`src/rtl/pipe_hazard_ctrl_pkg.sv`:
```
// Shared pipeline-control definitions: controller states, per-register control pairs, NOP encoding.
package common_def;

  localparam int unsigned REG_ADDR_W = 4;

  // Instruction word loaded by a cleared pipeline register (addi x0, x0, 0)
  localparam logic [31:0] NOP = 32'h0000_0013;

  typedef enum logic [1:0] {
    RUN      = 2'd0,
    MEM_WAIT = 2'd1,
    HALT     = 2'd2
  } ctrl_state_t;

  typedef struct packed {
    logic we;
    logic clear;
  } reg_ctrl_t;

  typedef struct packed {
    reg_ctrl_t fd;
    reg_ctrl_t de;
    reg_ctrl_t ec;
  } pipe_ctrl_t;

  localparam pipe_ctrl_t PIPE_ALL_WE = pipe_ctrl_t'(6'b10_10_10);
  localparam pipe_ctrl_t PIPE_FROZEN = pipe_ctrl_t'(6'b00_00_00);

endpackage

```
`src/rtl/pipe_hazard_ctrl_load_use_detect.sv`:
```
// Load-use hazard detect: a load in execute whose destination is read by decode.
// Purely combinational; register 0 is treated like any other register.
module load_use_detect
  import common_def::*;
(
  input  logic                  load_X,
  input  logic [REG_ADDR_W-1:0] dest_X,
  input  logic [REG_ADDR_W-1:0] src_a_D,
  input  logic                  src_a_vld_D,
  input  logic [REG_ADDR_W-1:0] src_b_D,
  input  logic                  src_b_vld_D,
  output logic                  stall_lu
);

  assign stall_lu = load_X && ((src_a_vld_D && (src_a_D == dest_X)) ||
                               (src_b_vld_D && (src_b_D == dest_X)));

endmodule

```
`src/rtl/pipe_hazard_ctrl.sv`:
```
// Stall/flush controller for the FD/DE/EC pipeline: memory waits, load-use bubbles,
// branch squashes, halt, memory-timeout flag and saturating stall counter.
module pipe_hazard_ctrl
  import common_def::*;
#(
  parameter int unsigned MEM_TIMEOUT = 8,
  parameter int unsigned STALL_CNT_W = 16
) (
  input  logic                   clk,
  input  logic                   rst,
  input  logic                   load_X,
  input  logic [REG_ADDR_W-1:0]  dest_X,
  input  logic [REG_ADDR_W-1:0]  src_a_D,
  input  logic                   src_a_vld_D,
  input  logic [REG_ADDR_W-1:0]  src_b_D,
  input  logic                   src_b_vld_D,
  input  logic                   branch_taken_X,
  input  logic                   mem_req_C,
  input  logic                   mem_ready,
  input  logic                   halt_C,
  input  logic                   resume,
  output logic                   pc_write_enable,
  output logic                   write_enable_FD,
  output logic                   write_enable_DE,
  output logic                   write_enable_EC,
  output logic                   clear_FD,
  output logic                   clear_DE,
  output logic                   clear_EC,
  output logic                   halted,
  output logic                   mem_timeout_err,
  output logic [STALL_CNT_W-1:0] stall_cycles
);

  localparam logic [7:0] WAIT_LAST = 8'(MEM_TIMEOUT - 1);

  ctrl_state_t            state_q, state_d;
  logic [7:0]             wait_cnt_q, wait_cnt_d;
  logic                   err_q, err_d;
  logic [STALL_CNT_W-1:0] stall_q, stall_d;

  logic       stall_lu;
  logic       pc_we_c;
  pipe_ctrl_t ctl_c;

  load_use_detect u_load_use_detect (
    .load_X      (load_X),
    .dest_X      (dest_X),
    .src_a_D     (src_a_D),
    .src_a_vld_D (src_a_vld_D),
    .src_b_D     (src_b_D),
    .src_b_vld_D (src_b_vld_D),
    .stall_lu    (stall_lu)
  );

  always_ff @(posedge clk or posedge rst) begin
    if (rst) begin
      state_q    <= RUN;
      wait_cnt_q <= '0;
      err_q      <= 1'b0;
      stall_q    <= '0;
    end else begin
      state_q    <= state_d;
      wait_cnt_q <= wait_cnt_d;
      err_q      <= err_d;
      stall_q    <= stall_d;
    end
  end

  always_comb begin
    state_d    = state_q;
    wait_cnt_d = wait_cnt_q;
    err_d      = err_q;
    pc_we_c    = 1'b0;
    ctl_c      = PIPE_FROZEN;
    unique case (state_q)
      RUN: begin
        pc_we_c = 1'b1;
        ctl_c   = PIPE_ALL_WE;
        if (halt_C) begin
          // Let the HALT retire through EC while squashing younger work
          pc_we_c        = 1'b0;
          ctl_c.fd.we    = 1'b0;
          ctl_c.fd.clear = 1'b1;
          ctl_c.de.clear = 1'b1;
          state_d        = HALT;
        end else if (mem_req_C && !mem_ready) begin
          pc_we_c    = 1'b0;
          ctl_c      = PIPE_FROZEN;
          state_d    = MEM_WAIT;
          wait_cnt_d = '0;
        end else if (branch_taken_X) begin
          ctl_c.fd.clear = 1'b1;
          ctl_c.de.clear = 1'b1;
        end else if (stall_lu) begin
          pc_we_c        = 1'b0;
          ctl_c.fd.we    = 1'b0;
          ctl_c.de.clear = 1'b1;
        end
      end
      MEM_WAIT: begin
        if (mem_ready) begin
          pc_we_c = 1'b1;
          ctl_c   = PIPE_ALL_WE;
          state_d = RUN;
        end else begin
          wait_cnt_d = wait_cnt_q + 8'd1;
          if (wait_cnt_q == WAIT_LAST) begin
            state_d = HALT;
            err_d   = 1'b1;
          end
        end
      end
      HALT: begin
        if (resume) state_d = RUN;
      end
      default: state_d = RUN;
    endcase
  end

  // Halt cycles are not stalls; the counter sticks at all-ones
  always_comb begin
    stall_d = stall_q;
    if (!pc_we_c && (state_q != HALT) && (stall_q != '1)) stall_d = stall_q + 1'b1;
  end

  assign pc_write_enable = pc_we_c        && !rst;
  assign write_enable_FD = ctl_c.fd.we    && !rst;
  assign write_enable_DE = ctl_c.de.we    && !rst;
  assign write_enable_EC = ctl_c.ec.we    && !rst;
  assign clear_FD        = ctl_c.fd.clear && !rst;
  assign clear_DE        = ctl_c.de.clear && !rst;
  assign clear_EC        = ctl_c.ec.clear && !rst;

  assign halted          = (state_q == HALT);
  assign mem_timeout_err = err_q;
  assign stall_cycles    = stall_q;

endmodule

```
`config.mk`:
```
export PLATFORM = sky130hd
export DESIGN_NAME = pipe_hazard_ctrl
export DESIGN_NICKNAME = d
export VERILOG_FILES = /design/src/rtl/pipe_hazard_ctrl_pkg.sv /design/src/rtl/pipe_hazard_ctrl_load_use_detect.sv /design/src/rtl/pipe_hazard_ctrl.sv
export SDC_FILE = /design/constraint.sdc
export NUM_CORES = 1
export LEC_CHECK = 0
export CAP_MARGIN = 30
export CORE_MARGIN = 3
export CORE_UTILIZATION = 30
export CTS_BUF_LIST = sky130_fd_sc_hd__clkbuf_8 sky130_fd_sc_hd__clkbuf_16
export CTS_CLUSTER_SIZE = 25
export DETAILED_ROUTE_END_ITERATION = 8
export GPL_ROUTABILITY_DRIVEN = 1
export HOLD_SLACK_MARGIN = 0.08
export SLEW_MARGIN = 30
export SYNTH_ARGS = -nofsm -noshare
export SYNTH_HDL_FRONTEND = slang
export SYNTH_SLANG_ARGS = --single-unit
```
`constraint.sdc`:
```
create_clock -name clk -period 1.87 [get_ports clk]
set_input_delay 0.2805 -clock clk [delete_from_list [all_inputs] [get_ports clk]]
set_output_delay 0.2805 -clock clk [all_outputs]
set_load 0.005 [all_outputs]
```
==> impl_metrics.env <==
export IMPL_status="complete, but fails checks"
export IMPL_violations="negative setup slack"
export IMPL_route_met3_wl_um=176
export IMPL_yosysSeqAreaShare_pct=42.0
export IMPL_antenna_cells=0
export IMPL_met2_length_um=2040
export IMPL_yosys_area_top_type="dfrtp_1"
export IMPL_grt_use_total_pct=13.7
export IMPL_fin_crit_ps=1880
export IMPL_post_dp_cell_area_mm2=0.00238
export IMPL_cts_tree="yes"
export IMPL_worstPathCellList="buf_6 -> xor2_2 -> nor3_2 -> a32oi_4 -> buf_4 -> buf_6 -> o21a_4 -> buf_4 -> buf_6 -> nor4_4 -> xnor2_1"
export IMPL_worstSetupPathType="primary input to flip-flop"
export IMPL_clockBufferDepth=2
export IMPL_grt_max_degree=16
export IMPL_layout_nets=285
export IMPL_cp_start_kind="primary input"
export IMPL_p_total_mw=1.97
export IMPL_drv_cap=0
export IMPL_cts_root_buf="clkbuf_8"
export IMPL_final_setup_viol_count=1
export IMPL_yosysWarnings=0
export IMPL_critPathCaptureType="flip-flop"
export IMPL_ant_nets=0
export IMPL_hold_worst_slack_ps=459
export IMPL_max_clock_freq_mhz=533
export IMPL_place_ws_ps=-685
export IMPL_finalWirelength_um=4150
export IMPL_syn_avg_cell_area_um2=9.47
export IMPL_synth_top_area_share_pct=42.0
export IMPL_clkLatencyLatePin_ps=270
export IMPL_path_clk_slew_ps=90
export IMPL_cp_slowest_cell="nor4_4"
export IMPL_cts_max_level=1
export IMPL_synth_top_family_by_area="simple AND/OR/NAND/NOR gates"
export IMPL_synthMuxAreaShare_pct=0.699
export IMPL_die_y_um=79.3
export IMPL_grt_pass1_wl_um=7110
export IMPL_vias=1549
export IMPL_ir_drop_mv=0.354
export IMPL_ios=47
export IMPL_slowest_delay_ps=270
export IMPL_dieArea_mm2=0.00628
export IMPL_synth_distinct_cells=39
export IMPL_gp_congestion=0.808
export IMPL_fin_ws_ps=-7.77
export IMPL_p_per_area_mw_per_mm2=733
export IMPL_cts_sinks=27
export IMPL_cp_buffers_inverters=5
export IMPL_worstPathMaxFanout=5
export IMPL_syn_nets=194
export IMPL_cts_hold_buffers=0
export IMPL_fin_area_mm2=0.00268
export IMPL_routedWlPerCell_um=12.6
export IMPL_area_growth_synth_to_final_pct=66.4
export IMPL_netlist_area_mm2=0.00161
export IMPL_ys_seq_elements=27
export IMPL_synth_simple_area_share_pct=27.1
export IMPL_synth_xor_area_share_pct=14.1
export IMPL_finalHoldViolCount=0
export IMPL_antenna_found_initial=0
export IMPL_grt_ovfl_total=0
export IMPL_wl_met1_um=1910
export IMPL_dp_final_hpwl_um=3010
export IMPL_synth_compound_area_share_pct=10.2
export IMPL_drc=0
export IMPL_hold_path_class="primary input to asynchronous set/reset pin"
export IMPL_path_delay_family="buffers and inverters"
export IMPL_cts_made_buffers=3
export IMPL_netlist_instances=170
export IMPL_drtPass1Iterations=4
export IMPL_die_w_um=79.3
export IMPL_layout_drive_gt1_share_pct=36.5
export IMPL_coreArea_mm2=0.00514
export IMPL_p_leak_nw=1.21
export IMPL_synth_top_cells_by_area="dfrtp_1 42%, xor2_1 8.2%, xnor2_1 6.0%"
export IMPL_start_util_pct=31.3
export IMPL_rows=26
export IMPL_first_iter_violations=56
export IMPL_finalCritPeriodShare_pct=100
export IMPL_crit_required_ps=2070
export IMPL_finalCoreUtilization_pct=52.1
export IMPL_viasPerCell=4.69
export IMPL_port_buffers=45
export IMPL_synthAdderAreaFrac_pct=1.55
export IMPL_cp_arrival_ps=2080
export IMPL_skew_ps=4.65
export IMPL_rsz0062_at_grt="true"
export IMPL_final_max_slew_viol_count=0
export IMPL_top_layer_used="met4"
export IMPL_grt_pass1_vias=1587
export IMPL_cp_common_cell="buf_6"
layout make-up:
class | count | area (µm²)
fill | 516 | 2460
multi-input combinational | 129 | 1050
timing repair buffer | 93 | 796
sequential | 27 | 677
tap | 70 | 87.6
clock buffer | 3 | 41.3
inverter | 7 | 26.3
clock inverter | 1 | 5.00
path summary, 6_finish.rpt:
kind	depth (start not counted)	to	from	slack, ps
min in group clk	1	mem_timeout_err	mem_timeout_err	460
max in group asynchronous	3	stall_cycles[11]	rst	1000
min	2	mem_timeout_err	rst	460
max	11	stall_cycles[8]	dest_X[0]	-8
max reg2reg	7	stall_cycles[2]	state_q[0]	80
min reg2reg	1	mem_timeout_err	mem_timeout_err	460
power breakdown:
group / internal (mW) / switching (mW)
Combinational: 0.477 / 0.361
Sequential: 0.681 / 0.118
Clock: 0.149 / 0.180
synth_stat cells:
| cell | instances |
|---|---|
| dfrtp_1 | 27 |
| nor2_1 | 15 |
| xor2_1 | 15 |
| nand3_1 | 14 |
| nand2_1 | 13 |
| xnor2_1 | 11 |
| inv_1 | 6 |
| nor4_2 | 6 |
| a21oi_1 | 5 |
| nand4_1 | 5 |
| nor3_1 | 5 |
| and3_1 | 3 |
| buf_4 | 3 |
| nor4_1 | 3 |
| o21ai_0 | 3 |
| a21o_1 | 2 |
| and2_1 | 2 |
| buf_2 | 2 |
| clkbuf_1 | 2 |
| ha_1 | 2 |
| nand2b_1 | 2 |
| nor3_2 | 2 |
| o21ai_1 | 2 |
| o21bai_1 | 2 |
| o31ai_1 | 2 |
| or2_1 | 2 |
| or3_1 | 2 |
| a2111oi_2 | 1 |
| a211o_1 | 1 |
| a31oi_1 | 1 |
| a32oi_1 | 1 |
| conb_1 | 1 |
| inv_2 | 1 |
| mux2_1 | 1 |
| nor2b_1 | 1 |
| nor3_4 | 1 |
| o21a_4 | 1 |
| o21ai_2 | 1 |
| o22ai_1 | 1 |
state kept, by name, indices dropped and copies added (netlist names):
register and flops:
state_q 2, stall_cycles 16, mem_timeout_err 1, wait_cnt_q 8
timing repair:
item                       4_1_cts  5_1_grt
pin swaps                       24       17
buffers inserted                 3       11
resized for setup               63       33
setup endpoints to repair       18       23
layer usage:
layer  global-route usage, %  up-vias
li1                        -      767
met1                    17.7      745
met2                    22.9       32
met3                    3.17        5
met4                    3.78        0
met5                       0        -
metrics by stage:
stage,setup TNS [ps],cells
final,-7.77,330
after global routing,-398,330
after CTS,-167,320
after detailed placement,-9530,313
after global placement,-9200,313
after floorplan,0,170
cell usage in the layout, fill, tap and decap left out, types with 2 or more instances in the layout:
cell / n
o21ai_0: 3
nand4_1: 5
inv_1: 5
nor2_1: 14
ha_1: 2
clkbuf_8: 3
dfrtp_1: 26
or2_4: 2
buf_4: 39
inv_2: 2
and3_1: 3
clkdlybuf4s50_1: 22
dlymetal6s2s_1: 2
a21oi_1: 4
a21o_1: 2
nor3_1: 3
xor2_1: 12
xor2_2: 3
nand2b_1: 2
nor3_4: 2
nor3_2: 3
dlygate4sd2_1: 7
o21ai_1: 2
o31ai_1: 2
nor4_1: 3
nor4_4: 6
nand3_1: 14
buf_6: 9
buf_2: 5
nand2_1: 11
xnor2_1: 11
clkbuf_2: 6
clkdlybuf4s15_1: 2
kinds of logic after synthesis:
logic type      after synthesis
xor+xnor                     26
fa+ha+maj                     2
flops                        27
buf+inv                      14
mux                           1
compound gates               23
other cells                   1
simple gates                 76
Power figures use the tool's default switching activity.
